<file path="src/rtl/lsu_pkg.sv">
// Shared encodings for the load/store queue: FSM states, access width and
// command encodings, plus a byte-lane selection helper.
package lsu_pkg;

    typedef enum logic [1:0] {
        ST_IDLE  = 2'd0,
        ST_BEAT0 = 2'd1,
        ST_BEAT1 = 2'd2
    } lsu_state_e;

    typedef enum logic {
        WIDTH_16 = 1'b0,
        WIDTH_8  = 1'b1
    } width_e;

    typedef enum logic {
        CMD_READ  = 1'b0,
        CMD_WRITE = 1'b1
    } cmd_e;

    function automatic logic [7:0] laneSelect(input logic [15:0] word, input logic hiLane);
        return hiLane ? word[15:8] : word[7:0];
    endfunction

endpackage

</file>
<file path="src/rtl/lsu_q_if.sv">
// Request and memory-beat signal bundle for the load/store queue.
// The slave modport is the queue itself; the master modport is whoever
// issues requests and models the memory.
interface lsu_q_if #(
    parameter int ADDR_W = 16,
    parameter int TAG_W  = 2
);
    logic [ADDR_W-1:0] rq_addr;
    logic [15:0]       rq_data;
    logic              rq_width;
    logic              rq_cmd;
    logic [TAG_W-1:0]  rq_tag;
    logic              rq_start;
    logic              rq_hold;

    logic              mem_rdy;
    logic [15:0]       mem_rdata;
    logic [ADDR_W-1:0] mem_addr;
    logic [15:0]       mem_data;
    logic              mem_cmd;
    logic              be0;
    logic              be1;
    logic              mem_assert;

    logic              rs_wb;
    logic              rs_ld;
    logic [TAG_W-1:0]  rs_tag;
    logic [15:0]       rs_data;

    modport slave (
        input  rq_addr, rq_data, rq_width, rq_cmd, rq_tag, rq_start,
        output rq_hold,
        input  mem_rdy, mem_rdata,
        output mem_addr, mem_data, mem_cmd, be0, be1, mem_assert,
        output rs_wb, rs_ld, rs_tag, rs_data
    );

    modport master (
        output rq_addr, rq_data, rq_width, rq_cmd, rq_tag, rq_start,
        input  rq_hold,
        output mem_rdy, mem_rdata,
        input  mem_addr, mem_data, mem_cmd, be0, be1, mem_assert,
        input  rs_wb, rs_ld, rs_tag, rs_data
    );
endinterface

</file>
<file path="src/rtl/sync_fifo.sv">
// Single-clock FIFO with registered occupancy count. Full/empty come
// straight from the count register, so a pop never frees a slot for a
// push in the same cycle. Payload storage is not reset.
module sync_fifo #(
    parameter int WIDTH = 8,
    parameter int DEPTH = 4
) (
    input  logic             clk,
    input  logic             a_rst,
    input  logic             push_i,
    input  logic [WIDTH-1:0] data_i,
    input  logic             pop_i,
    output logic [WIDTH-1:0] data_o,
    output logic             full_o,
    output logic             empty_o
);
    localparam int PTR_W = $clog2(DEPTH);
    localparam int CNT_W = PTR_W + 1;

    logic [WIDTH-1:0] mem_q [DEPTH];
    logic [PTR_W-1:0] wrPtr_q, wrPtr_d;
    logic [PTR_W-1:0] rdPtr_q, rdPtr_d;
    logic [CNT_W-1:0] count_q, count_d;
    logic             doPush;
    logic             doPop;

    assign full_o  = (count_q == CNT_W'(DEPTH));
    assign empty_o = (count_q == '0);
    assign doPush  = push_i && !full_o;
    assign doPop   = pop_i && !empty_o;
    assign data_o  = mem_q[rdPtr_q];

    // Pointer and count next-state; pointers wrap naturally at DEPTH.
    always_comb begin
        wrPtr_d = wrPtr_q;
        rdPtr_d = rdPtr_q;
        count_d = count_q;
        if (doPush) begin
            wrPtr_d = wrPtr_q + PTR_W'(1);
        end
        if (doPop) begin
            rdPtr_d = rdPtr_q + PTR_W'(1);
        end
        case ({doPush, doPop})
            2'b10:   count_d = count_q + CNT_W'(1);
            2'b01:   count_d = count_q - CNT_W'(1);
            default: count_d = count_q;
        endcase
    end

    // Control state, cleared asynchronously so queued entries vanish on reset.
    always_ff @(posedge clk or posedge a_rst) begin
        if (a_rst) begin
            wrPtr_q <= '0;
            rdPtr_q <= '0;
            count_q <= '0;
        end else begin
            wrPtr_q <= wrPtr_d;
            rdPtr_q <= rdPtr_d;
            count_q <= count_d;
        end
    end

    // Payload write; no reset needed because count gates visibility.
    always_ff @(posedge clk) begin
        if (doPush) begin
            mem_q[wrPtr_q] <= data_i;
        end
    end

endmodule

</file>
<file path="src/rtl/lsu_q.sv">
// Load/store queue: buffers requests in a FIFO and issues them to a 16-bit
// memory as one beat (bytes, aligned words) or two beats (misaligned words,
// low byte first). A one-cycle completion pulse follows the final beat.
module lsu_q
    import lsu_pkg::*;
#(
    parameter int ADDR_W = 16,
    parameter int TAG_W  = 2,
    parameter int DEPTH  = 4
) (
    input  logic    clk,
    input  logic    a_rst,
    lsu_q_if.slave  bus
);
    typedef struct packed {
        logic [ADDR_W-1:0] addr;
        logic [15:0]       data;
        width_e            width;
        cmd_e              cmd;
        logic [TAG_W-1:0]  tag;
    } req_t;

    localparam int REQ_W = $bits(req_t);

    req_t              pushReq;
    req_t              head;
    logic              fifoFull;
    logic              fifoEmpty;

    lsu_state_e        state_q;
    logic [ADDR_W-1:0] issueAddr_q;
    logic [7:0]        issueHiByte_q;
    width_e            issueWidth_q;
    cmd_e              issueCmd_q;
    logic [TAG_W-1:0]  issueTag_q;
    logic [7:0]        lowByte_q;

    logic              memAssert_q;
    logic [ADDR_W-1:0] memAddr_q;
    logic [15:0]       memData_q;
    logic              memCmd_q;
    logic              be0_q;
    logic              be1_q;

    logic              rsWb_q;
    logic              rsLd_q;
    logic [TAG_W-1:0]  rsTag_q;
    logic [15:0]       rsData_q;
    logic [15:0]       rsData_d;

    logic              isMis;
    logic              beatDone;
    logic              finalDone;
    logic              splitDone;
    logic              popNow;
    logic              firstBe0;
    logic              firstBe1;
    logic [15:0]       firstData;

    // Pack the incoming request into a FIFO entry.
    always_comb begin
        pushReq.addr  = bus.rq_addr;
        pushReq.data  = bus.rq_data;
        pushReq.width = width_e'(bus.rq_width);
        pushReq.cmd   = cmd_e'(bus.rq_cmd);
        pushReq.tag   = bus.rq_tag;
    end

    sync_fifo #(
        .WIDTH (REQ_W),
        .DEPTH (DEPTH)
    ) u_fifo (
        .clk     (clk),
        .a_rst   (a_rst),
        .push_i  (bus.rq_start),
        .data_i  (pushReq),
        .pop_i   (popNow),
        .data_o  (head),
        .full_o  (fifoFull),
        .empty_o (fifoEmpty)
    );

    assign isMis     = (issueWidth_q == WIDTH_16) && issueAddr_q[0];
    assign beatDone  = (state_q != ST_IDLE) && bus.mem_rdy;
    assign finalDone = beatDone && ((state_q == ST_BEAT1) || !isMis);
    assign splitDone = beatDone && (state_q == ST_BEAT0) && isMis;
    assign popNow    = !fifoEmpty && ((state_q == ST_IDLE) || finalDone);

    // Lane enables and lane-aligned data for the first beat of the head entry.
    always_comb begin
        firstBe0  = !head.addr[0];
        firstBe1  = head.addr[0] || (head.width == WIDTH_16);
        firstData = {head.data[7:0], head.data[7:0]};
        if ((head.width == WIDTH_16) && !head.addr[0]) begin
            firstData = head.data;
        end
    end

    // Read result assembled at final-beat completion; writes report zero.
    always_comb begin
        rsData_d = 16'h0000;
        if (issueCmd_q == CMD_READ) begin
            if (issueWidth_q == WIDTH_8) begin
                rsData_d = {8'h00, laneSelect(bus.mem_rdata, issueAddr_q[0])};
            end else if (isMis) begin
                rsData_d = {laneSelect(bus.mem_rdata, 1'b0), lowByte_q};
            end else begin
                rsData_d = bus.mem_rdata;
            end
        end
    end

    // Beat sequencing FSM with registered beat-valid and completion pulse.
    always_ff @(posedge clk or posedge a_rst) begin
        if (a_rst) begin
            state_q     <= ST_IDLE;
            memAssert_q <= 1'b0;
            rsWb_q      <= 1'b0;
        end else begin
            rsWb_q <= finalDone;
            case (state_q)
                ST_IDLE: begin
                    if (popNow) begin
                        state_q     <= ST_BEAT0;
                        memAssert_q <= 1'b1;
                    end
                end
                ST_BEAT0: begin
                    if (splitDone) begin
                        state_q <= ST_BEAT1;
                    end else if (finalDone) begin
                        state_q     <= popNow ? ST_BEAT0 : ST_IDLE;
                        memAssert_q <= popNow;
                    end
                end
                ST_BEAT1: begin
                    if (finalDone) begin
                        state_q     <= popNow ? ST_BEAT0 : ST_IDLE;
                        memAssert_q <= popNow;
                    end
                end
                default: begin
                    state_q     <= ST_IDLE;
                    memAssert_q <= 1'b0;
                end
            endcase
        end
    end

    // Issue register, beat outputs and completion payload; none need reset.
    always_ff @(posedge clk) begin
        if (popNow) begin
            issueAddr_q   <= head.addr;
            issueHiByte_q <= head.data[15:8];
            issueWidth_q  <= head.width;
            issueCmd_q    <= head.cmd;
            issueTag_q    <= head.tag;
            memAddr_q     <= head.addr;
            memCmd_q      <= head.cmd;
            be0_q         <= firstBe0;
            be1_q         <= firstBe1;
            memData_q     <= firstData;
        end else if (splitDone) begin
            memAddr_q <= issueAddr_q + ADDR_W'(1);
            be0_q     <= 1'b1;
            be1_q     <= 1'b0;
            memData_q <= {issueHiByte_q, issueHiByte_q};
            lowByte_q <= laneSelect(bus.mem_rdata, 1'b1);
        end
        if (finalDone) begin
            rsTag_q  <= issueTag_q;
            rsLd_q   <= (issueCmd_q == CMD_READ);
            rsData_q <= rsData_d;
        end
    end

    assign bus.rq_hold    = fifoFull;
    assign bus.mem_assert = memAssert_q;
    assign bus.mem_addr   = memAddr_q;
    assign bus.mem_data   = memData_q;
    assign bus.mem_cmd    = memCmd_q;
    assign bus.be0        = be0_q;
    assign bus.be1        = be1_q;
    assign bus.rs_wb      = rsWb_q;
    assign bus.rs_ld      = rsLd_q;
    assign bus.rs_tag     = rsTag_q;
    assign bus.rs_data    = rsData_q;

endmodule
</file>
<file path="src/flat_wrapper.sv">
// flat-port wrapper written by rule: the top's interface ports become plain ports
module lsu_q_flat import lsu_pkg::*;
#(
    parameter int ADDR_W = 16,
    parameter int TAG_W  = 2,
    parameter int DEPTH  = 4
)
  (clk, a_rst, bus_rq_addr, bus_rq_data, bus_rq_width, bus_rq_cmd, bus_rq_tag, bus_rq_start, bus_rq_hold, bus_mem_rdy, bus_mem_rdata, bus_mem_addr, bus_mem_data, bus_mem_cmd, bus_be0, bus_be1, bus_mem_assert, bus_rs_wb, bus_rs_ld, bus_rs_tag, bus_rs_data);
  lsu_q_if #(.ADDR_W(ADDR_W), .TAG_W(TAG_W)) bus_i ();
  input  logic clk;
  input  logic a_rst;
  input wire logic [$bits(bus_i.rq_addr)-1:0] bus_rq_addr;
  input wire logic [$bits(bus_i.rq_data)-1:0] bus_rq_data;
  input wire logic [$bits(bus_i.rq_width)-1:0] bus_rq_width;
  input wire logic [$bits(bus_i.rq_cmd)-1:0] bus_rq_cmd;
  input wire logic [$bits(bus_i.rq_tag)-1:0] bus_rq_tag;
  input wire logic [$bits(bus_i.rq_start)-1:0] bus_rq_start;
  output wire logic [$bits(bus_i.rq_hold)-1:0] bus_rq_hold;
  input wire logic [$bits(bus_i.mem_rdy)-1:0] bus_mem_rdy;
  input wire logic [$bits(bus_i.mem_rdata)-1:0] bus_mem_rdata;
  output wire logic [$bits(bus_i.mem_addr)-1:0] bus_mem_addr;
  output wire logic [$bits(bus_i.mem_data)-1:0] bus_mem_data;
  output wire logic [$bits(bus_i.mem_cmd)-1:0] bus_mem_cmd;
  output wire logic [$bits(bus_i.be0)-1:0] bus_be0;
  output wire logic [$bits(bus_i.be1)-1:0] bus_be1;
  output wire logic [$bits(bus_i.mem_assert)-1:0] bus_mem_assert;
  output wire logic [$bits(bus_i.rs_wb)-1:0] bus_rs_wb;
  output wire logic [$bits(bus_i.rs_ld)-1:0] bus_rs_ld;
  output wire logic [$bits(bus_i.rs_tag)-1:0] bus_rs_tag;
  output wire logic [$bits(bus_i.rs_data)-1:0] bus_rs_data;
  assign bus_i.rq_addr = bus_rq_addr;
  assign bus_i.rq_data = bus_rq_data;
  assign bus_i.rq_width = bus_rq_width;
  assign bus_i.rq_cmd = bus_rq_cmd;
  assign bus_i.rq_tag = bus_rq_tag;
  assign bus_i.rq_start = bus_rq_start;
  assign bus_rq_hold = bus_i.rq_hold;
  assign bus_i.mem_rdy = bus_mem_rdy;
  assign bus_i.mem_rdata = bus_mem_rdata;
  assign bus_mem_addr = bus_i.mem_addr;
  assign bus_mem_data = bus_i.mem_data;
  assign bus_mem_cmd = bus_i.mem_cmd;
  assign bus_be0 = bus_i.be0;
  assign bus_be1 = bus_i.be1;
  assign bus_mem_assert = bus_i.mem_assert;
  assign bus_rs_wb = bus_i.rs_wb;
  assign bus_rs_ld = bus_i.rs_ld;
  assign bus_rs_tag = bus_i.rs_tag;
  assign bus_rs_data = bus_i.rs_data;
  lsu_q #(.ADDR_W(ADDR_W), .TAG_W(TAG_W), .DEPTH(DEPTH)) u_core (.clk(clk), .a_rst(a_rst), .bus(bus_i));
endmodule
</file>
<file path="config.mk">
export PLATFORM = sky130hd
export DESIGN_NAME = lsu_q_flat
export DESIGN_NICKNAME = d
export VERILOG_FILES = /design/src/rtl/lsu_pkg.sv /design/src/rtl/lsu_q_if.sv /design/src/rtl/sync_fifo.sv /design/src/rtl/lsu_q.sv /design/src/flat_wrapper.sv
export SDC_FILE = /design/constraint.sdc
export NUM_CORES = 1
export LEC_CHECK = 0
export BUFFER_PORTS_ARGS = -buffer_cell sky130_fd_sc_hd__buf_2
export CORE_MARGIN = 10
export CORE_UTILIZATION = 35
export DETAILED_ROUTE_END_ITERATION = 7
export PLACE_DENSITY = 0.59
export SLEW_MARGIN = 20
export SYNTH_ARGS = -nofsm -noshare
export SYNTH_HDL_FRONTEND = slang
export SYNTH_SLANG_ARGS = --single-unit
</file>
<file path="constraint.sdc">
create_clock -name clk -period 2.9 [get_ports clk]
set_clock_uncertainty 0.15 [all_clocks]
set_input_delay 0.58 -clock clk [delete_from_list [all_inputs] [get_ports clk]]
set_output_delay 0.58 -clock clk [all_outputs]
set_load 0.02 [all_outputs]
</file>
Word level (Yosys, flattened, before mapping)
Memory sizes are Yosys's and may differ from the RTL's.
Index checks and enable logic that the tools add are counted.
W data, S select, Z words.
{"block": "word_totals", "register_bits": 100, "ram_bits": 144, "inputBits": 56, "output_inout_bits": 57, "wordCells": 85, "n_memories": 1}
{"block": "classes", "n_addsub": 5, "n_eq_ne": 7, "mux": 24, "bitwise_logic": 4, "reduce_logical": 24}
{"memory": "u_core.u_fifo.mem_q", "depth": 4, "word_bits": 36, "read_ports": 1, "rd_ports_with_merged_regs": 0, "write_ports": 1, "line_no": "sync_fifo.sv:20", "rtl": "logic [WIDTH-1:0] mem_q [DEPTH];"}
{"operator": "$mux W16", "count": 6}
{"operator": "$add A16 B1 Y16 const B", "count": 1}
{"operator": "$mux W8", "count": 2}
{"operator": "$mux W1", "count": 10}
{"operator": "$logic_and A1 B1 Y1", "count": 9}
{"operator": "$mux W2", "count": 3}
{"operator": "$pmux W2 S3", "count": 1}
{"operator": "$pmux W3 S2", "count": 1}
{"operator": "$reduce_bool A2 Y1", "count": 3}
{"operator": "$add A2 B1 Y2 const B", "count": 2}
{"operator": "$eq A2 B1 Y1 const B", "count": 2}
{"operator": "$eq A2 B2 Y1 const B", "count": 2}
{"operator": "$logic_not A1 Y1", "count": 4}
{"operator": "$not A1 Y1", "count": 4}
{"operator": "$reduce_and A2 Y1", "count": 2}
{"operator": "$add A3 B1 Y3 const B", "count": 1}
{"operator": "$eq A3 B3 Y1 const B", "count": 1}
{"operator": "$logic_not A3 Y1", "count": 1}
{"operator": "$logic_or A1 B1 Y1", "count": 3}
{"operator": "$pmux W1 S3", "count": 1}
{"operator": "$sub A3 B1 Y3 const B", "count": 1}
{"operator": "$logic_not A2 Y1", "count": 1}
{"operator": "$ne A2 B1 Y1 const B", "count": 1}
{"operator": "$ne A2 B2 Y1 const B", "count": 1}
{"operator": "$reduce_or A2 Y1", "count": 1}

Logic depth before layout (Yosys ltp)
Gate-level depths: netlist (run 1).
{"block": "logic_depth", "word_depth": 11, "mapped_depth": 12, "depth_no_buf": 11}

Cells and area by module
A second synthesis (run 1) with hierarchy kept.
{"block": "unflattened", "cells_unflattened": 529, "hier_area_um2": 9649.3}
{"mod": "sync_fifo", "n_inst": 1, "cells_per_inst": 226, "area_per_inst_um2": 5639.2, "seq_area_each_um2": 4499.3}
{"mod": "lsu_q", "n_inst": 1, "cells_per_inst": 303, "area_per_inst_um2": 4010.1, "seq_area_each_um2": 2772.7}

Worst setup path before layout (run 1)
No wires, ideal clock.
{"block": "synth_timing", "path_type": "reg2reg", "start": "register u_core.state_q[0]", "end": "register u_core.be0_q (netlist: u_core.bus.be0) (enable)", "setup_time_ns": 0.492, "t_arrival_ns": 2.184, "t_required_ns": 2.258, "slack_ns": 0.074, "stages_incl_launch_ff": 7, "n_path_buf": 1, "period_less_slack_ns": 2.826, "cell_sequence": "dfrtp_1 inv_1 ha_1 or4b_1 o211ai_2 buf_2 nand2_1"}
{"block": "synth_via", "elab_chain_len": 6, "word_cells_on_any_way": 12, "classes_between": "eq/ne: 2; reduce/logical: 10"}
{"element": "start, declared", "line_no": "lsu_q.sv:30", "rtl": "lsu_state_e state_q;"}
{"element": "start signal, assigned", "line_no": "lsu_q.sv:132", "rtl": "state_q <= popNow ? ST_BEAT0 : ST_IDLE;"}
{"element": "start signal, assigned", "line_no": "lsu_q.sv:138", "rtl": "state_q <= popNow ? ST_BEAT0 : ST_IDLE;"}
{"element": "$eq A2 B2 Y1 / $reduce_bool A2 Y1 (equally long branches)", "line_no": "lsu_q.sv:85, lsu_q.sv:84"}
{"element": "$logic_or A1 B1 Y1 / $logic_and A1 B1 Y1 (equally long branches)", "line_no": "lsu_q.sv:85, lsu_q.sv:84"}
{"element": "$logic_and A1 B1 Y1", "line_no": "lsu_q.sv:85", "rtl": "assign finalDone = beatDone && ((state_q == ST_BEAT1) || !isMis);"}
{"element": "$logic_or A1 B1 Y1", "line_no": "lsu_q.sv:87", "rtl": "assign popNow = !fifoEmpty && ((state_q == ST_IDLE) || finalDone);"}
{"element": "$logic_and A1 B1 Y1", "line_no": "lsu_q.sv:87"}
{"element": "$reduce_bool A2 Y1 (no source line) (*)"}
{"element": "end signal, assigned", "line_no": "lsu_q.sv:160", "rtl": "be0_q <= firstBe0;"}
{"element": "end, declared", "line_no": "lsu_q.sv:42", "rtl": "logic be0_q;"}
Every way passes the cells marked *; elsewhere a longest branch is shown, timed or not.
A chain may end at the register's enable or synchronous reset.

Final worst setup path (run 1)
{"block": "layout_timing", "start": "register u_core.state_q[0]", "end": "register u_core.memData_q[0] (netlist: u_core.bus.mem_data[0]) (enable)"}
{"block": "layout_via", "elab_chain_len": 6, "word_cells_on_any_way": 12, "classes_between": "eq/ne: 2; reduce/logical: 10"}
{"element": "$eq A2 B2 Y1 / $reduce_bool A2 Y1 (equally long branches)", "line_no": "lsu_q.sv:85, lsu_q.sv:84"}
{"element": "$logic_or A1 B1 Y1 / $logic_and A1 B1 Y1 (equally long branches)", "line_no": "lsu_q.sv:85, lsu_q.sv:84"}
{"element": "$logic_and A1 B1 Y1", "line_no": "lsu_q.sv:85"}
{"element": "$logic_or A1 B1 Y1", "line_no": "lsu_q.sv:87"}
{"element": "$logic_and A1 B1 Y1", "line_no": "lsu_q.sv:87"}
{"element": "$reduce_bool A2 Y1 (no source line) (*)"}
{"element": "end signal, assigned", "line_no": "lsu_q.sv:162", "rtl": "memData_q <= firstData;"}
{"element": "end signal, assigned", "line_no": "lsu_q.sv:167", "rtl": "memData_q <= {issueHiByte_q, issueHiByte_q};"}
{"element": "end, declared", "line_no": "lsu_q.sv:40", "rtl": "logic [15:0] memData_q;"}
Marked as above.

==> results of run 1 <==
Yosys cell counts (2+ instances only):
cell type | count | area [um2]
edfxtp_1 | 233 | 6997
nand2_1 | 46 | 172.7
mux4_2 | 36 | 810.8
nor2_1 | 27 | 101.4
mux2i_1 | 18 | 180.2
inv_1 | 17 | 63.81
o21ai_0 | 15 | 75.07
nand3_1 | 12 | 60.06
dfrtp_1 | 11 | 275.3
ha_1 | 10 | 125.1
xnor2_1 | 10 | 87.58
a211oi_1 | 8 | 60.06
buf_2 | 8 | 40.04
o211ai_1 | 8 | 60.06
clkbuf_1 | 6 | 22.52
or3_1 | 6 | 37.54
a31oi_1 | 5 | 31.28
xor2_1 | 5 | 43.79
and2_1 | 4 | 25.02
buf_1 | 4 | 15.01
buf_4 | 3 | 22.52
a21oi_1 | 2 | 10.01
mux2_2 | 2 | 22.52
nand4_1 | 2 | 12.51
nor2b_1 | 2 | 12.51
nor4_1 | 2 | 12.51
o32ai_1 | 2 | 17.52
critical path, cell delays in order, from the launching register on:
cell      delay (ps)
dfrtp_1          410
inv_1             80
ha_1             260
or4b_1           580
o211ai_2         110
buf_4            320
nand2_1          120
buf_4            270
per-layer routing:
metal  global-route usage  routed length [um]
met4              0.03186                 431
met1               0.1375                8094
met5                    0                   9
met3              0.02802                1354
met2               0.2067               10230
flip-flops by register name (all words and copies together), names as in the netlist, 2 cells and up:
register / count
u_core.u_fifo.wrPtr_q: 2
u_core.issueHiByte_q: 8
u_core.bus.rs_tag: 2
u_core.issueTag_q: 2
u_core.u_fifo.rdPtr_q: 2
u_core.u_fifo.mem_q: 144
u_core.bus.mem_data: 16
u_core.u_fifo.count_q: 3
u_core.bus.mem_addr: 16
u_core.bus.rs_data: 16
u_core.lowByte_q: 8
u_core.state_q: 2
u_core.issueAddr_q: 16
final cells by class:
cell class                 instances  area [um2]
antenna                            2       5.005
clock buffer                      30       665.6
clock inverter                    16       97.59
fill                            2362       15530
inverter                          18       67.56
multi-input combinational        239        2131
sequential                       244        7274
tap                              341       426.7
timing repair buffer             131       755.7
timing repair:
action	4_1_cts	5_1_grt
setup buffers	0	0
endpoints found under the hold margin	11	0
hold buffers	1	0
through the flow:
step	std cells	setup WS, ps	utilization	hold WS (ps)	power, W
floorplan	523	74.33	-	250.3	0.009033
global placement	972	428.7	0.3950	281.7	0.01047
detailed placement	972	321.0	0.3950	268.6	0.01068
CTS	1019	314.7	0.4237	95.37	0.01363
global route	1019	165.4	0.4237	97.68	0.01423
finish	1021	302.2	0.4239	113.4	0.01344
logic make-up (layout without fill, tap and decap cells):
family / count (synthesis) / in the layout / share of synthesized area
multiplexers: 56 / 56 / 0.1058
buffers and inverters: 40 / 195 / 0.01868
AO/OA/AOI/OAI: 46 / 46 / 0.03227
XOR/XNOR: 15 / 15 / 0.01372
AND/OR/NAND/NOR: 111 / 111 / 0.05501
adder cells (fa/ha/maj): 11 / 11 / 0.01516
flip-flops: 244 / 244 / 0.7593
other: 0 / 2 / 0
worst paths after layout:
check | cells past startpoint | end | slack, ps | from
worst max-delay path | 7 | u_core.bus.mem_data[0]$_DFFE_PP_ | 300 | u_core.state_q[0]$_DFFE_PP0P_
max in group asynchronous | 3 | u_core.u_fifo.rdPtr_q[1]$_DFFE_PP0P_ | 1700 | a_rst
worst min-delay path | 1 | u_core.u_fifo.mem_q[1][23]$_DFFE_PP_ | 110 | bus_rq_addr[3]
worst max register to register | 7 | u_core.bus.mem_data[0]$_DFFE_PP_ | 300 | u_core.state_q[0]$_DFFE_PP0P_
min in group asynchronous | 3 | u_core.u_fifo.wrPtr_q[0]$_DFFE_PP0P_ | 500 | a_rst
worst min register to register | 0 | u_core.bus.rs_tag[1]$_DFFE_PP_ | 280 | u_core.issueTag_q[1]$_DFFE_PN_
power groups by stage:
stage	registers, W	clock network, W	logic, W
2_1_floorplan	0.00632	0	0.00271
3_3_place_gp	0.00601	0	0.00445
3_5_place_dp	0.00607	0	0.00461
4_1_cts	0.00600	0.00302	0.00462
5_1_grt	0.00609	0.00317	0.00497
6_report	0.00597	0.00295	0.00451
==> results_dict.tcl, run 1 <==
set metrics [dict create \
    drt-pass1-iter-count 5 \
    area_inside_the_core_boundary_mm2 0.02695 \
    cts-buffers-inserted 26 \
    grt_usage 0.1166 \
    die_area_mm2 0.03438 \
    final_period_minus_worst_setup_slack_ps 2598 \
    vias 5033 \
    timing.critical_path.to_type "flop" \
    cap_viol_max_count 0 \
    setup_total_negative_slack_ps 0 \
    rsz0062_at_grt "false" \
    grt_first_pass_wirelength_um 30950 \
    cts-root-to-sink-buffers 3 \
    max_freq_mhz 384.9 \
    post-route-drc-count 0 \
    crit_path_class "reg2reg" \
    irDropWorstVdd_mv 0.4400 \
    mostFrequentLayoutCell "edfxtp_1" \
    fp.dieW_um 185.4 \
    async_flop_share 0.04508 \
    outcome "finished clean" \
    share_of_the_yosys_chip_area_belonging_to_registers 0.7593 \
    grt.overflow.total 0 \
    crit_fanout 26 \
    place_congestion 0.7851 \
    proportion_of_total_power_due_to_net_switching 0.3463 \
    grt_antenna_before_repair 3 \
    pwr-share-comb 0.336 \
    dpl_cell_area_mm2 0.01065 \
    setup_viol_count_final 0 \
    port_buffers 112 \
    required_ps 2990 \
    drt_first_iter_violations 245 \
    ios 113 \
    postSynthRegisterBits 244 \
    drive_above_1_share 0.3215 \
    final_hold_viol_count 0 \
    die_h_um 185.4 \
    synth_ff_type "edfxtp_1" \
    area.growth.synth_to_final_pct 19.28 \
    post_cts_resize_count 0 \
    insertion_delay_to_the_later_sink_of_the_worst_skew_pair_ps 530 \
    worst_setup_hold_path_clk_slew_ps 60 \
    cts.htree.levels 1 \
    finalNetCount 727 \
    final-max-slew-violation-count 0 \
    crit_path_arrival_time_ps 2690 \
    synth.avg_cell_area_um2 18.31 \
    viasPerCell 4.929 \
    total_leakage_power_nw 4.079 \
    first_global_vias 5356 \
    net_switching_component_of_the_power_w 0.004653 \
    root_buffer "clkbuf_16" \
    grt_start_max_net_pins 40 \
    power.internal_w 0.008784 \
    share_of_power_burned_in_registers 0.445 \
    dp.final_hpwl_um 13810 \
    clock_power_share 0.220 \
    rows 60 \
    postSynthCellCount 523 \
    post_synth_instance_area_mm2 0.009577 \
    initial_utilization 0.3553 \
    clock_sinks 244 \
    ant_nets 0 \
    min_path_type "in2reg" \
    startpoint_type "flop" \
    wirelength_routed_um 20120 \
    final_cell_mix "edfxtp_1, buf_2, nand2_1, mux4_2, nor2_1" \
    synth.net_count 590 \
    worst_slew_pin_slew_ps 555.8 \
    slew_headroom 0.6291 \
    tcrit_tclk_final 0.8958 \
    tritoncts "done" \
    synth.distinct_cells 46 \
    powerDensity_mw_per_mm2 1176 \
    wl_per_cell_um 19.71 \
    post_route_standard_cell_area_excluding_fillers_mm2 0.01142 \
    number_of_enable_type_register_cells_in_the_synthesized_netlist 233 \
    yosys_warnings 0 \
]
Note: power is estimated with default switching activity, not from simulation.
==> inputs of run 2 (changes only) <==
--- a/config.mk
+++ b/config.mk
@@ -7,9 +7,9 @@
 export LEC_CHECK = 0
 export BUFFER_PORTS_ARGS = -buffer_cell sky130_fd_sc_hd__buf_2
 export CORE_MARGIN = 10
-export CORE_UTILIZATION = 35
+export CORE_UTILIZATION = 50
 export DETAILED_ROUTE_END_ITERATION = 7
-export PLACE_DENSITY = 0.59
+export PLACE_DENSITY = 0.78
 export SLEW_MARGIN = 20
 export SYNTH_ARGS = -nofsm -noshare
 export SYNTH_HDL_FRONTEND = slang
==> run 2 against run 1 <==
Die area fell by 27%; via count rose by 1.8%; worst setup slack got worse by 89 ps; combinational power barely moved; largest cell class unchanged; largest power group unchanged.
==> results_dict.tcl, run 2 (synthesis gave the netlist of run 1 again) <==
set metrics [dict create \
    outcome "finished clean" \
    grt_antenna_before_repair 1 \
    filler_cell_count 1352 \
    tcrit_tclk_final 0.9263 \
    max_freq_mhz 372.2 \
    crit_path_class "reg2reg" \
    irDropWorstVdd_mv 0.4925 \
    mostFrequentLayoutCell "edfxtp_1" \
    pwr-share-comb 0.336 \
    timing.critical_path.cells "inv_1 > ha_1 > or4b_1 > o211ai_2 > buf_4 > inv_1 > buf_12" \
    multi_input_area_mm2 0.002131 \
    drt-pass1-iter-count 6 \
    fp.dieW_um 158.4 \
    top_cell_family_by_delay_on_the_critical_path "buffers and inverters" \
    place_congestion 0.8265 \
    clock_power_share 0.218 \
    worst_setup_hold_path_clk_slew_ps 60 \
    final_hold_viol_count 0 \
    wl_per_cell_um 21.15 \
    setup_total_negative_slack_ps 0 \
    viasPerCell 5.636 \
    grt.overflow.total 0 \
    post-route-drc-count 0 \
    post-cts-setup-buffer-count 0 \
    area_inside_the_core_boundary_mm2 0.01877 \
    critical_path.slowest_cell "or4b_1" \
    crit_path_arrival_time_ps 2800 \
    die_area_mm2 0.02509 \
    min_path_type "in2reg" \
    vias 5123 \
    tritoncts "done" \
    overall_power_of_the_completed_layout_w 0.01343 \
    cp_common_cell "inv_1" \
    power.internal_w 0.008824 \
    required_ps 3020 \
    crit_path_buffers_inverters 4 \
    drive_above_1_share 0.3126 \
    final_cell_mix "edfxtp_1, buf_2, nand2_1, mux4_2, nor2_1" \
    cap_viol_max_count 0 \
    antenna_cells 0 \
    slew_headroom 0.6576 \
    grt_start_max_net_pins 40 \
    largest_register_by_flop_count "u_core.u_fifo.mem_q" \
    slowest_delay_ps 580 \
    worst_slew_pin_slew_ps 513.0 \
    port_buffers 112 \
    cts-buffers-inserted 25 \
    powerDensity_mw_per_mm2 1190 \
    area.growth.synth_to_final_pct 17.78 \
    total_leakage_power_nw 4.079 \
    initial_utilization 0.5103 \
    finalNetCount 723 \
    grt_usage 0.1534 \
    die_h_um 158.4 \
    insertion_delay_to_the_later_sink_of_the_worst_skew_pair_ps 510 \
    clock_sinks 244 \
    final-max-slew-violation-count 0 \
    final_period_minus_worst_setup_slack_ps 2686 \
    regArea_mm2 0.007273 \
    largest_reg_flops 144 \
    rows 50 \
    cts-root-to-sink-buffers 3 \
    startpoint_type "flop" \
    ios 113 \
    ant_nets 0 \
    setup_viol_count_final 0 \
    rsz0062_at_grt "false" \
    cts.htree.levels 1 \
    timing.critical_path.to_type "flop" \
    finalNonFillerCells 909 \
    net_switching_component_of_the_power_w 0.004602 \
    grt_first_pass_wirelength_um 29990 \
    proportion_of_total_power_due_to_net_switching 0.3428 \
    dp.final_hpwl_um 12870 \
    crit_fanout 23 \
    drt_first_iter_violations 388 \
    root_buffer "clkbuf_16" \
    dp_cells 862 \
    first_global_vias 5443 \
    share_of_power_burned_in_registers 0.446 \
    wirelength_routed_um 19230 \
]
-- run 2: cell count changes in the layout (fill, tap and decap cells not counted), sizes merged --
cell,change
clkinv,+1
inv,+1
bufinv,+1
diode,-2
clkinvlp,-3
buf,-3
-- run 2: per-layer routing --
| metal | GRT usage | vias up | part of all wire |
|---|---|---|---|
| met5 | 0 | - | 0.00068 |
| met4 | 0.04588 | 2 | 0.023 |
| met3 | 0.03481 | 43 | 0.084 |
| met2 | 0.2691 | 221 | 0.52 |
| met1 | 0.1849 | 2540 | 0.38 |
| li1 | - | 2317 | - |
-- run 2: cell type report --
cell class                      count  share of cell area
Sequential cell                   244              0.6448
Multi-Input combinational cell    239              0.1889
Timing Repair Buffer              128             0.06722
Clock buffer                       30             0.05713
Tap cell                          234             0.02596
Clock inverter                     16            0.009983
Inverter                           18            0.005990
-- run 2: timing repair --
action	4_1_cts	5_1_grt
resized for setup	0	0
hold endpoints to repair	11	0
hold buffers	1	0
-- run 2: worst paths after layout --
check | start | end | slack, ps | depth (start not counted)
min in group asynchronous | a_rst | u_core.state_q[1]$_DFFE_PP0P_ | 490 | 3
worst min-delay path | bus_rq_data[3] | u_core.u_fifo.mem_q[0][7]$_DFFE_PP_ | 130 | 1
worst min register to register | u_core.issueTag_q[0]$_DFFE_PN_ | u_core.bus.rs_tag[0]$_DFFE_PP_ | 280 | 0
worst max-delay path | u_core.state_q[0]$_DFFE_PP0P_ | u_core.bus.mem_cmd$_DFFE_PN_ | 210 | 7
worst max register to register | u_core.state_q[0]$_DFFE_PP0P_ | u_core.bus.mem_cmd$_DFFE_PN_ | 210 | 7
max in group asynchronous | a_rst | u_core.u_fifo.rdPtr_q[0]$_DFFE_PP0P_ | 1740 | 3
-- run 2: power by group through the flow --
stage               Sequential, W  Combinational, W  Clock [W]
global route              0.00609           0.00492    0.00314
global placement          0.00599           0.00435          0
finish                    0.00598           0.00452    0.00293
CTS                       0.00599           0.00457    0.00299
floorplan                 0.00632           0.00271          0
detailed placement        0.00605           0.00454          0
-- run 2: stage by stage --
step | hold slack, ps | area [um2] | util | setup slack [ps]
floorplan | 250.3 | 9577 | - | 74.33
global placement | 287.1 | 10510 | 0.5601 | 424.9
detailed placement | 275.8 | 10510 | 0.5601 | 260.7
CTS | 107.2 | 11280 | 0.6010 | 241.4
global route | 112.5 | 11280 | 0.6010 | 116.0
finish | 125.4 | 11280 | 0.6010 | 213.6
==> inputs of run 3 (changes only) <==
--- a/config.mk
+++ b/config.mk
@@ -9,6 +9,7 @@
 export CORE_MARGIN = 10
 export CORE_UTILIZATION = 50
 export DETAILED_ROUTE_END_ITERATION = 7
+export HOLD_SLACK_MARGIN = 0.1
 export PLACE_DENSITY = 0.78
 export SLEW_MARGIN = 20
 export SYNTH_ARGS = -nofsm -noshare
==> constraint.sdc (replaced) <==
create_clock -name clk -period 2.9 [get_ports clk]
set_clock_uncertainty 0.15 [all_clocks]
set_input_delay 0.29 -clock clk [delete_from_list [all_inputs] [get_ports clk]]
set_output_delay 0.29 -clock clk [all_outputs]
set_load 0.02 [all_outputs]
==> run 3 against run 2 <==
Cell area rose by 5.5%; cell count increased by 5.6%; clock power grew 13%; critical path depth rose by 4; utilization is 3.3 points higher; sequential share of layout area decreased by 3.3 points; register-to-register slack is essentially flat; first-iteration DRC count is 3.4% higher; global-route usage is 0.86 points higher; worst setup slack got worse by 11 ps; sequential power about the same.
==> results_dict.tcl, run 3 (synthesis gave the netlist of run 1 again) <==
set metrics [dict create \
    cap_viol_max_count 0 \
    ios 113 \
    cts-buffers-inserted 25 \
    critical_path.reg2reg.startpoint "u_core.state_q[0]$_DFFE_PP0P_" \
    max_freq_mhz 370.7 \
    startpoint_type "flop" \
    antenna_cells 0 \
    finalNetCount 774 \
    finalCoreUtilization 0.6339 \
    wl_per_cell_um 21.09 \
    tcrit_tclk_final 0.9302 \
    final-max-slew-violation-count 0 \
    fp.dieW_um 158.4 \
    required_ps 3150 \
    timing.critical_path.cells "inv_1 > ha_1 > or4b_1 > o211ai_2 > inv_2 > ha_1 > inv_1 > fa_1 > xor2_1 > nor2_1 > xor2_1" \
    cts-root-to-sink-buffers 3 \
    initial_utilization 0.5103 \
    die_area_mm2 0.02509 \
    rows 50 \
    crit_path_class "reg2reg" \
    crit_fanout 7 \
    hold_depth 3 \
    drive_above_1_share 0.2934 \
    finalHoldWorstSlack_ps 121.8 \
    route.top_layer_used "met4" \
    met2RoutedLength_um 10520 \
    area.growth.synth_to_final_pct 24.24 \
    grt_antenna_before_repair 0 \
    slowest_delay_ps 580 \
    irDropWorstVdd_mv 0.6244 \
    setup_total_negative_slack_ps 0 \
    mostFrequentLayoutCell "edfxtp_1" \
    drt_first_iter_violations 401 \
    grt_usage 0.1620 \
    timing.reg2reg.worst_path_depth 11 \
    drt-pass1-iter-count 4 \
    min_path_type "in2reg" \
    timing.critical_path.to_type "flop" \
    viasPerCell 5.593 \
    wirelength_routed_um 20250 \
    largest_reg_flops 144 \
    rsz0062_at_grt "false" \
    dp.final_hpwl_um 12900 \
    setup_viol_count_final 0 \
    final_period_minus_worst_setup_slack_ps 2698 \
    outcome "finished clean" \
    final_hold_viol_count 0 \
    clock_sinks 244 \
    tritoncts "done" \
    r2r-end "u_core.u_fifo.count_q[2]$_DFFE_PP0P_" \
    place_congestion 0.8179 \
    post-route-drc-count 0 \
    ant_nets 0 \
    slew_headroom 0.6501 \
    post-cts-setup-buffer-count 0 \
    critical_path.slowest_cell "or4b_1" \
    final_cell_mix "edfxtp_1, buf_2, dlygate4sd3_1, nand2_1, mux4_2" \
    largest_register_by_flop_count "u_core.u_fifo.mem_q" \
    hold_path_end "u_core.u_fifo.wrPtr_q[0]$_DFFE_PP0P_" \
    routed-wl-met3_um 1365 \
    first_global_vias 5687 \
    vias 5369 \
    dp_cells 861 \
    worst_setup_hold_path_clk_slew_ps 60 \
    finalNonFillerCells 960 \
    crit_path_arrival_time_ps 2940 \
    worst_slew_pin_slew_ps 524.8 \
    area_inside_the_core_boundary_mm2 0.01877 \
    cts.htree.levels 1 \
    powerDensity_mw_per_mm2 1168 \
    total_leakage_power_nw 4.332 \
    timing.reg2reg.setup_slack_ps 200 \
    grt_first_pass_wirelength_um 31640 \
    die_h_um 158.4 \
    grt_start_max_net_pins 40 \
    insertion_delay_to_the_later_sink_of_the_worst_skew_pair_ps 510 \
    port_buffers 112 \
    met1Wirelength_um 8020 \
    hold_path.startpoint "bus_rq_start" \
    grt.overflow.total 0 \
    post_cts_resize_count 0 \
    root_buffer "clkbuf_16" \
]
run 3: changes by cell type in the layout (fill, tap and decap cells not counted):
cell / change
buf_4: -1
bufinv_16: +4
clkbuf_1: -3
clkinv_2: -2
clkinv_4: -1
clkinvlp_4: +2
dlygate4sd3_1: +52
run 3: layer usage:
metal / global-route usage / up-vias
li1: - / 2426
met1: 0.1997 / 2710
met2: 0.2853 / 205
met3: 0.03265 / 28
met4: 0.04191 / 0
met5: 0 / -
run 3: area by class of cell:
cell class | instances | area, um2
Sequential cell | 244 | 7273
Fill cell | 1250 | 6870
Multi-Input combinational cell | 239 | 2131
Timing Repair Buffer | 179 | 1271
Clock buffer | 27 | 633.1
Tap cell | 234 | 292.8
Clock inverter | 19 | 229.0
Inverter | 18 | 67.56
run 3: repair_timing:
action,in CTS,in global routing
hold endpoints to repair,179,0
setup endpoints to repair,0,0
hold buffers,53,0
run 3: how the worst max path moves through the flow:
| stage | from | end | slack, ps | depth (start not counted) |
|---|---|---|---|---|
| after global routing | u_core.state_q[0]$_DFFE_PP0P_ | u_core.u_fifo.count_q[2]$_DFFE_PP0P_ | 70 | 11 |
| after detailed placement | u_core.state_q[0]$_DFFE_PP0P_ | u_core.u_fifo.count_q[1]$_DFFE_PP0P_ | 200 | 9 |
| after CTS | u_core.state_q[0]$_DFFE_PP0P_ | u_core.u_fifo.count_q[2]$_DFFE_PP0P_ | 190 | 11 |
| after global placement | u_core.state_q[0]$_DFFE_PP0P_ | u_core.u_fifo.count_q[2]$_DFFE_PP0P_ | 350 | 11 |
| after floorplan | u_core.state_q[0]$_DFFE_PP0P_ | u_core.bus.be0$_SDFFCE_PP1P_ | 70 | 6 |
| final | u_core.state_q[0]$_DFFE_PP0P_ | u_core.u_fifo.count_q[2]$_DFFE_PP0P_ | 200 | 11 |
run 3: worst max-delay path, delay by kind of cell (launching register included):
family | cells | cell delay (ps)
and+or+nand+nor | 2 | 640
AOI/OAI and AO/OA | 1 | 180
DFF | 1 | 420
adders and majority gates | 3 | 670
buffers and inverters | 3 | 250
xor gates and xnor gates | 2 | 280
run 3: power breakdown:
group	internal (W)	leakage (nW)	switching [W]	total [W]
clock network	0.00203	0.416	0.00129	0.00332
registers	0.00546	2.32	0.000514	0.00597
logic	0.00173	1.60	0.00289	0.00462
run 3: through the flow:
stage / setup slack, ps / power, W / cell area (um2)
2_1_floorplan: 74.33 / 0.009033 / 9577
3_3_place_gp: 347.4 / 0.01034 / 10510
3_5_place_dp: 196.5 / 0.01059 / 10510
4_1_cts: 187.4 / 0.01399 / 11900
5_1_grt: 68.50 / 0.01459 / 11900
6_report: 202.4 / 0.01390 / 11900
